===== src/rtl/fetch_pc_unit.sv =====
// ---------------------------------------------------------------------------
// fetch_pc_unit
//
// Instruction-fetch stage. It owns the architectural PC and reads one word at
// a time from instruction memory (req/gnt/rvalid). It holds one fetched
// instruction for decode (valid/ready). When decode consumes the entry, the
// PC loads the next-PC value computed downstream.
//
// A misaligned next-PC does not go to memory. It becomes a nop entry
// (instr = 0, fetch_err = 1) that carries the offending PC. This keeps decode
// in charge of raising the exception.
//
// Ports
//   clk          in   1      system clock, all state on rising edge
//   reset        in   1      asynchronous reset, active low
//   imem_req     out  1      instruction read request (registered)
//   imem_addr    out  32     word address of the request, equals pc
//   imem_gnt     in   1      memory accepts the request this cycle
//   imem_rvalid  in   1      read data valid
//   imem_rdata   in   32     instruction word
//   pc           out  32     address of the buffered / in-flight instruction
//   pc_plus4     out  32     pc + 4 (combinational, wraps)
//   instr        out  32     buffered instruction
//   instr_valid  out  1      instr/pc valid for decode
//   instr_ready  in   1      decode consumes instr this cycle
//   npc          in   32     next PC, sampled only in the consume cycle
//   fetch_err    out  1      buffered entry is an address-error nop
//   retire_cnt   out  CNT_W  number of consumed entries (wraps)
// ---------------------------------------------------------------------------
module fetch_pc_unit #(
  parameter logic [31:0] RESET_PC = 32'h0000_3000,
  parameter int          CNT_W    = 32
) (
  input  logic             clk,
  input  logic             reset,
  output logic             imem_req,
  output logic [31:0]      imem_addr,
  input  logic             imem_gnt,
  input  logic             imem_rvalid,
  input  logic [31:0]      imem_rdata,
  output logic [31:0]      pc,
  output logic [31:0]      pc_plus4,
  output logic [31:0]      instr,
  output logic             instr_valid,
  input  logic             instr_ready,
  input  logic [31:0]      npc,
  output logic             fetch_err,
  output logic [CNT_W-1:0] retire_cnt
);

  typedef enum logic [1:0] {
    ST_REQ      = 2'd0,
    ST_WAIT_RSP = 2'd1,
    ST_HOLD     = 2'd2,
    ST_ERR      = 2'd3
  } state_e;

  localparam logic [CNT_W-1:0] CNT_ONE = {{(CNT_W-1){1'b0}}, 1'b1};

  state_e           state_q, state_d;
  logic [31:0]      pc_q, pc_d;
  logic [31:0]      instr_q, instr_d;
  logic             instr_valid_q, instr_valid_d;
  logic             fetch_err_q, fetch_err_d;
  logic [CNT_W-1:0] retire_cnt_q, retire_cnt_d;
  logic             imem_req_q, imem_req_d;
  logic             consume_s;
  logic             npc_aligned_s;

  assign consume_s     = instr_valid_q & instr_ready;
  assign npc_aligned_s = (npc[1:0] == 2'b00);

  // Next-state and datapath update for the fetch FSM.
  always_comb begin
    state_d       = state_q;
    pc_d          = pc_q;
    instr_d       = instr_q;
    instr_valid_d = instr_valid_q;
    fetch_err_d   = fetch_err_q;
    retire_cnt_d  = retire_cnt_q;

    case (state_q)
      ST_REQ: begin
        // The grant only counts while our request is actually on the bus.
        // This matters in the first cycle after reset, when imem_req is
        // still low because it is registered.
        if (imem_req_q && imem_gnt) begin
          state_d = ST_WAIT_RSP;
        end else begin
          state_d = ST_REQ;
        end
      end

      ST_WAIT_RSP: begin
        if (imem_rvalid) begin
          instr_d       = imem_rdata;
          instr_valid_d = 1'b1;
          fetch_err_d   = 1'b0;
          state_d       = ST_HOLD;
        end else begin
          state_d = ST_WAIT_RSP;
        end
      end

      ST_HOLD: begin
        if (consume_s) begin
          retire_cnt_d  = retire_cnt_q + CNT_ONE;
          pc_d          = npc;
          instr_valid_d = 1'b0;
          if (npc_aligned_s) begin
            state_d = ST_REQ;
          end else begin
            state_d = ST_ERR;
          end
        end else begin
          state_d = ST_HOLD;
        end
      end

      ST_ERR: begin
        // Hand decode a nop tagged with the error. pc already holds the
        // misaligned target.
        instr_d       = 32'h0000_0000;
        fetch_err_d   = 1'b1;
        instr_valid_d = 1'b1;
        state_d       = ST_HOLD;
      end

      default: begin
        // Unreachable encoding: drop any buffered entry and refetch at pc.
        instr_valid_d = 1'b0;
        state_d       = ST_REQ;
      end
    endcase

    // The request is registered. It is high exactly while the FSM sits in
    // REQ, and low during reset.
    imem_req_d = (state_d == ST_REQ);
  end

  // State and datapath registers with asynchronous active-low reset.
  always_ff @(posedge clk or negedge reset) begin
    if (!reset) begin
      state_q       <= ST_REQ;
      pc_q          <= RESET_PC;
      instr_q       <= 32'h0000_0000;
      instr_valid_q <= 1'b0;
      fetch_err_q   <= 1'b0;
      retire_cnt_q  <= {CNT_W{1'b0}};
      imem_req_q    <= 1'b0;
    end else begin
      state_q       <= state_d;
      pc_q          <= pc_d;
      instr_q       <= instr_d;
      instr_valid_q <= instr_valid_d;
      fetch_err_q   <= fetch_err_d;
      retire_cnt_q  <= retire_cnt_d;
      imem_req_q    <= imem_req_d;
    end
  end

  assign imem_req    = imem_req_q;
  assign imem_addr   = pc_q;
  assign pc          = pc_q;
  assign pc_plus4    = pc_q + 32'd4;
  assign instr       = instr_q;
  assign instr_valid = instr_valid_q;
  assign fetch_err   = fetch_err_q;
  assign retire_cnt  = retire_cnt_q;

endmodule


===== config.mk =====
export PLATFORM = sky130hd
export DESIGN_NAME = fetch_pc_unit
export DESIGN_NICKNAME = d
export VERILOG_FILES = /design/src/rtl/fetch_pc_unit.sv
export SDC_FILE = /design/constraint.sdc
export NUM_CORES = 1
export LEC_CHECK = 0
export ABC_AREA = 1
export CAP_MARGIN = 30
export CORE_MARGIN = 2
export CORE_UTILIZATION = 45
export CTS_CLUSTER_DIAMETER = 40
export DETAILED_ROUTE_END_ITERATION = 7
export PLACE_DENSITY = 0.84
export SYNTH_ARGS = -nofsm -noshare
export SYNTH_HDL_FRONTEND = slang
export SYNTH_SLANG_ARGS = --single-unit

===== constraint.sdc =====
create_clock -name clk -period 4.35 [get_ports clk]
set_input_delay 0.6525 -clock clk [delete_from_list [all_inputs] [get_ports clk]]
set_output_delay 0.6525 -clock clk [all_outputs]
set_load 0.01 [all_outputs]

==> results.md, run 1 <==
- Worst vdd ir: about 170 uV
- Top post-synthesis cells by area: dfrtp_1 (46%), nand2_1 (20%), buf_4 (4.8%)
- Port bufs: approximately 230
- H-tree Lvls: 3
- P_sw: about 400 uW
- P_leak: 0.00365 uW
- Initial Utilization: 0.456
- Filler instances: between 1000 and 1500
- Clk buf depth: 2
- Clock sink count: around 100
- Antenna Nets Post-Route: 0
- Initial DRC count: 460
- Synth async-reset ratio: 1.00
- DRT Pass-1 Iters: 4
- Leading area contributor after synthesis: dfrtp_1
- Total number of vias: between 5000 and 6000
- Sequential-to-total area share from yosys stat: 0.465
- Post-CTS Resized: 0
- Fin. Hold Viols: 0
- Setup crit end kind: primary output
- Largest net degree at the start of global routing: 78
- Detailed Route WL: ~16000 um
- Setup crit start kind: flop
- Worst slew pin tran: about 800 ps
- First-pass GRT wire length: roughly 25000 um
- Gate Count Post-Synth: just over 700
- Sw Ratio: 0.224
- Total die area: roughly 13000 sq um
- Max Slew Vio Count: 0
- Mapped Area: about 5400 sq um
- Combinational share of power: 0.050
- CTS Buf Count: 9
- Synth Register Bits: roughly 100
- Area growth, synth to finish: 46.8%
- Tmin final: roughly 3200 ps
- Die Y: between 100 and 150 um
- Fraction of layout cells with a size suffix above 1: 0.0366
- Core Box Area: ~12000 sq um
- Post-CTS setup buffer count: 0
- Reg-to-Reg Start: state_q[0]$_DFF_PN0_
- CTS Root Cell: clkbuf_16
- DRC Markers: 0
- Avg Vias per Cell: between 4 and 5
- Final setup TNS: 0 ps
- Synth warn: 0
- Worst R2R End: retire_cnt[13]$_DFFE_PN0P_
- RSZ-0062 raised after global routing: no
- Vias in the first global route: roughly 5100
- Row Count: 40
- Crit Path Class: flop to primary output
- Met1 Use GR: 0.300
- Worst Path Required: around 3700 ps
- Reg clk slew, reported paths: ~80 ps
- Mapped Avg Cell Area: about 7.5 sq um
- Min-delay worst type: input pin to async pin
- Diode count: 0
- Met3 Track Usage GR: 0.0420
- Layout Nets: between 900 and 1000
- Gpl congestion: 0.932
- Reg power frac: 0.515
- P per Cell Area: ~230 nW/um^2
- Syn Nets: about 800
- Top Ports: about 230
- Tcrit/Tclk final: 0.734
- CTS tree: yes
- Synth unique cells: 24
- Fin Clk Skew: 7.19 ps
- Detail Placement HPWL: approximately 12000 um
- Max-cap viol count: 0
- Layer with the highest usage: met2
- Status: completed
- Gr usage total: 0.247
- Ys flop type: dfrtp_1
- Top cell type's share of synthesized area: 0.456
- Total grt overflow: 0
- Hold buffers post-CTS: 0
- Clock power share: 0.435
- Most common cell in the netlist: nand2_1
- R2R cell count: 7
- Chip Width: around 110 um
- Finish-stage setup viols: 0
- Max Fanout on Critical Path: 7
- Antenna violations before repair: 0
- Final instance area: approximately 8000 sq um
- GR Util met2: 0.437
- Final Total Pwr: approximately 1800 uW
- WP data arrival: 2540 ps
- Number of synthesized flops with an enable pin: 0
- Synth top cells by count: nand2_1 (290), dfrtp_1 (99), nor2_1 (70), inv_1 (52), o21ai_0 (46)
- Reg-to-reg setup timing slack: ~2400 ps
- Worst-Skew Late Latency: roughly 340 ps
- Maximum clock rate: 313 MHz
- Slew HR: 0.467
- Routed len/inst: ~15 um
- Placed cell area: 7640 sq um
- Int Power: 1410 uW
-- how the worst max path moves through the flow --
| stage | start | endpoint | slack, ps | depth (start not counted) |
|---|---|---|---|---|
| after global placement | imem_addr[2]$_DFFE_PN0P_ | pc_plus4[28] | 1610 | 8 |
| final | imem_addr[2]$_DFFE_PN0P_ | pc_plus4[28] | 1160 | 8 |
| after global routing | imem_addr[2]$_DFFE_PN0P_ | pc_plus4[28] | 930 | 8 |
| after detailed placement | imem_addr[2]$_DFFE_PN0P_ | pc_plus4[28] | 1530 | 8 |
| after CTS | imem_addr[2]$_DFFE_PN0P_ | pc_plus4[28] | 1150 | 8 |
| after floorplan | imem_addr[2]$_DFFE_PN0P_ | pc_plus4[12] | 2210 | 6 |
-- critical path, cell delays in order, from the launching register on --
cell and delay, ps:
dfrtp_1 450, ha_1 260, nand3_1 210, inv_1 150
nand2_1 130, nor2_1 270, nand3_1 110, nand2_1 100
clkdlybuf4s50_1 530
-- power groups by stage --
stage / sequential [uW] / combinational (uW) / clock [uW]
floorplan: 957 / 6.28 / 0
detailed placement: 957 / 88.3 / 0
CTS: 938 / 89.0 / 806
finish: 938 / 90.2 / 792
global placement: 957 / 87.0 / 0
global route: 938 / 100 / 847
-- cell families after synthesis --
logic type,count (synthesis),synth area share
compound gates,53,0.0497
xor+xnor,31,0.0500
fa+ha+maj,2,0.00460
buf+inv,105,0.0988
flops,101,0.465
simple gates,435,0.331
-- layout by cell type (no fill, tap or decap), types with 3 or more instances in the layout --
cell type | Yosys | layout
clkdlybuf4s50_1 | 0 | 230
xor2_1 | 21 | 21
clkbuf_16 | 0 | 9
buf_4 | 35 | 3
dfrtp_1 | 99 | 99
nor2_1 | 70 | 70
nand4_1 | 14 | 14
nor3_1 | 14 | 14
nand3b_1 | 11 | 11
nand3_1 | 28 | 28
inv_1 | 52 | 52
o21ai_1 | 4 | 4
o21ai_0 | 46 | 46
xnor2_1 | 10 | 10
nor2_4 | 4 | 4
nor2_2 | 3 | 3
nand2_1 | 290 | 289
-- area by class of cell --
type                       instances  area, sq um  share of cell area
inverter                          54          203              0.0254
sequential                       101         2530               0.317
clock inverter                     6         53.8             0.00674
multi-input combinational        521         2370               0.297
clock buffer                      10          239              0.0299
timing repair buffer             236         2400               0.301
tap                              147          184              0.0230
-- registers in the layout, summed over array words and instances, names as in the netlist --
| name | cells |
|---|---|
| instr_valid | 1 |
| instr | 32 |
| imem_addr | 32 |
| retire_cnt | 32 |
| fetch_err | 1 |
| state_q | 2 |
| imem_req | 1 |
-- per-stage QoR --
step | hold WS, ps | cells | utilization | setup slack (ps)
6_report | 222 | 1075 | 0.670 | 1160
3_5_place_dp | 472 | 1057 | 0.641 | 1530
2_1_floorplan | 357 | 727 | - | 2210
3_3_place_gp | 465 | 1056 | 0.639 | 1610
4_1_cts | 490 | 1073 | 0.666 | 1150
5_1_grt | 226 | 1075 | 0.670 | 929
-- layer usage --
layer,part of all wire,wire length [um],vias up
met4,0.018,293,0
li1,-,-,2640
met1,0.41,6510,2465
met2,0.51,8140,195
met5,0,0,-
met3,0.065,1030,22
Power figures use the tool's default switching activity.
==> run 2: changes to the inputs <==
--- a/config.mk
+++ b/config.mk
@@ -8,10 +8,10 @@
 export ABC_AREA = 1
 export CAP_MARGIN = 30
 export CORE_MARGIN = 2
-export CORE_UTILIZATION = 45
+export CORE_UTILIZATION = 39
 export CTS_CLUSTER_DIAMETER = 40
 export DETAILED_ROUTE_END_ITERATION = 7
-export PLACE_DENSITY = 0.84
+export PLACE_DENSITY = 0.78
 export SYNTH_ARGS = -nofsm -noshare
 export SYNTH_HDL_FRONTEND = slang
 export SYNTH_SLANG_ARGS = --single-unit
==> constraint.sdc (replaced) <==
create_clock -name clk -period 2.7 [get_ports clk]
set_input_delay 0.405 -clock clk [delete_from_list [all_inputs] [get_ports clk]]
set_output_delay 0.405 -clock clk [all_outputs]
set_load 0.01 [all_outputs]
==> results.md, run 2 (synthesis results as in run 1) <==
- Worst vdd ir: 214 uV (+24%)
- Critical path's most frequent cell: nand2_1
- Gr usage total: 0.231 (-0.0160)
- Fin Clk Skew: 4.02 ps (-3.17 ps)
- H-tree Lvls: 3 (unchanged)
- Clock power share: 0.454 (+0.019)
- Status: completed
- Maximum clock rate: 371 MHz
- Sw Ratio: 0.226 (+0.00244)
- P per Cell Area: 369 nW/um^2 (+62%)
- Port bufs: 231 (unchanged)
- R2R cell count: 6 (-1)
- Worst Path Required: 2300 ps (-1400 ps)
- Layout Cells excl Fill: 1122 (+4.4%)
- Total die area: 14900 sq um (+15%)
- Gpl congestion: 0.952 (+2.1%)
- Core Box Area: 13700 sq um (+15%)
- Worst R2R End: imem_addr[17]$_DFFE_PN0P_
- CTS Root Cell: clkbuf_16
- Layout Nets: 1008 (+1.4%)
- Int Power: 2350 uW (+66%)
- Min-delay worst type: input pin to async pin
- CTS Buf Count: 9 (unchanged)
- Detail Placement HPWL: 12900 um (+7.2%)
- Reg clk slew, reported paths: 70 ps (about the same)
- Worst-Skew Late Latency: 350 ps (about the same)
- CP Cell Sequence: inv_1 -> nor3_2 -> nand2_1 -> nor2_1 -> nand3b_1 -> nand2_1 -> clkdlybuf4s50_1
- P_leak: 0.00375 uW (+2.8%)
- Clock sink count: 101 (unchanged)
- DRT Pass-1 Iters: 5 (+1)
- Largest net degree at the start of global routing: 47 (-40%)
- Placed insts: 1098 (+3.9%)
- WP data arrival: 2290 ps (-250 ps)
- Placed cell area: 7750 sq um (+1.4%)
- Max-cap viol count: 0 (unchanged)
- Tcrit/Tclk final: 0.998
- Clk buf depth: 2 (unchanged)
- Fin. Hold Viols: 0 (unchanged)
- First-pass GRT wire length: 26500 um (+5.1%)
- Tmin final: ~2700 ps
- Commonest cells after routing, fill and taps aside: nand2_1 (285), clkdlybuf4s50_1 (224), dfrtp_1 (90), nor2_1 (62), inv_1 (52)
- Worst slew pin tran: 738 ps (-58.9 ps)
- Initial Utilization: 0.396 (-0.0601)
- Detailed Route WL: 17100 um (+6.8%)
- Filler instances: 1244 (+23%)
- Total number of vias: 5420 (+1.8%)
- CTS tree: yes
- Setup crit end kind: primary output
- Final worst slack: 5.51 ps (-1150 ps)
- P_sw: 686 uW (+69%)
- Die Y: 122 um (+7.2%)
- Initial DRC count: 341 (-26%)
- Vias in the first global route: 5109 (+0.93%)
- Fraction of layout cells with a size suffix above 1: 0.0817 (+0.0451)
- Combinational share of power: 0.048 (-0.002)
- Placement Setup Slack: 168 ps (-1360 ps)
- Final setup TNS: 0 ps (unchanged)
- Routed len/inst: 15.2 um (+2.3%)
- Finish-stage setup viols: 0 (unchanged)
- Worst path slowest cell: dfstp_2
- Setup crit start kind: flop
- Delay-heaviest family, CP: buffers and inverters
- Commonest non-fill, non-tap cell in the layout: nand2_1
- Chip Width: 122 um (+7.2%)
- Reg-to-Reg Start: state_q[0]$_DFF_PN0_
- DRC Markers: 0 (unchanged)
- Area growth, synth to finish: 51.5%
- Top Ports: 232 (unchanged)
- Max Slew Vio Count: 0 (unchanged)
- Max Fanout on Critical Path: 5 (-2)
- Antenna Nets Post-Route: 0 (unchanged)
- Slew HR: 0.507 (+0.0396)
- Avg Vias per Cell: 4.83 (-2.4%)
- Row Count: 43 (+7.5%)
- Antenna violations before repair: 0 (unchanged)
- Final instance area: 8230 sq um (+3.2%)
- Buf+Inv Stages, Crit Path: 2 (unchanged)
- Diode count: 0 (unchanged)
- CP peak stage delay: 560 ps (+30 ps)
- RSZ-0062 raised after global routing: yes
- Crit Path Class: flop to primary output
- CP startpoint: imem_addr[13]$_DFFE_PN1P_
- Total grt overflow: 0 (unchanged)
- Reg-to-reg setup timing slack: 1030 ps (-1360 ps)
- Reg power frac: 0.498 (-0.017)
-- run 2: changes by cell type in the layout (fill, tap and decap cells not counted), moves of 5 or more --
| cell | delta |
|---|---|
| clkdlybuf4s50_1 | -6 |
| buf_4 | +15 |
| nor2_2 | +5 |
| nor3_2 | +5 |
| dlygate4sd2_1 | +5 |
| dfrtp_1 | -9 |
| dfrtp_2 | +9 |
| nor3_1 | -7 |
| nor2_1 | -8 |
-- run 2: layer usage --
metal  wire [um]  GRT usage
met1        7030      0.283
met2        8490      0.405
met3        1180     0.0445
met4         353     0.0805
met5           0          0
-- run 2: power by group through the flow --
stage | clock [uW] | sequential [uW] | combinational (uW)
3_5_place_dp | 0 | 1540 | 148
5_1_grt | 1480 | 1510 | 161
3_3_place_gp | 0 | 1540 | 147
6_report | 1380 | 1510 | 146
4_1_cts | 1420 | 1510 | 149
2_1_floorplan | 0 | 1540 | 10.1
-- run 2: worst register-to-register path: cells and delay by family (launching register included) --
family | cells | cell delay, ps
buf+inv | 2 | 510
compound gates | 1 | 120
flops | 1 | 440
simple gates | 3 | 520
-- run 2: worst max-delay path by stage --
| stage | end | slack, ps | depth (start not counted) |
|---|---|---|---|
| 5_1_grt | pc_plus4[25] | -100 | 7 |
| 2_1_floorplan | pc_plus4[12] | 800 | 6 |
| 4_1_cts | pc_plus4[28] | -3 | 7 |
| 3_3_place_gp | pc_plus4[30] | 110 | 7 |
| 3_5_place_dp | pc_plus4[30] | 170 | 7 |
| 6_report | pc_plus4[25] | 6 | 7 |
-- run 2: area by class of cell --
cell class              instances  area [sq um]  share of cell area
clock inverters                 7          97.6              0.0119
flip-flops and latches        101          2540               0.309
repair buffers                250          2470               0.301
well taps                     180           225              0.0274
multi-input cells             521          2470               0.300
clock buffers                   9           225              0.0274
inverters                      54           203              0.0246
-- run 2: through the flow --
step	hold WS [ps]	power (uW)	utilization
floorplan	109	1550	-
global placement	430	1690	0.565
detailed placement	436	1690	0.565
CTS	59.8	3080	0.593
global route	77.3	3150	0.600
finish	49.0	3030	0.600
-- run 2: what timing repair did --
item | CTS | global route
cloned | 0 | 0
resized for setup | 20 | 20
setup endpoints to repair | 19 | 17
pin swaps | 0 | 2
setup buffers | 3 | 5
hold buffers | 0 | 0
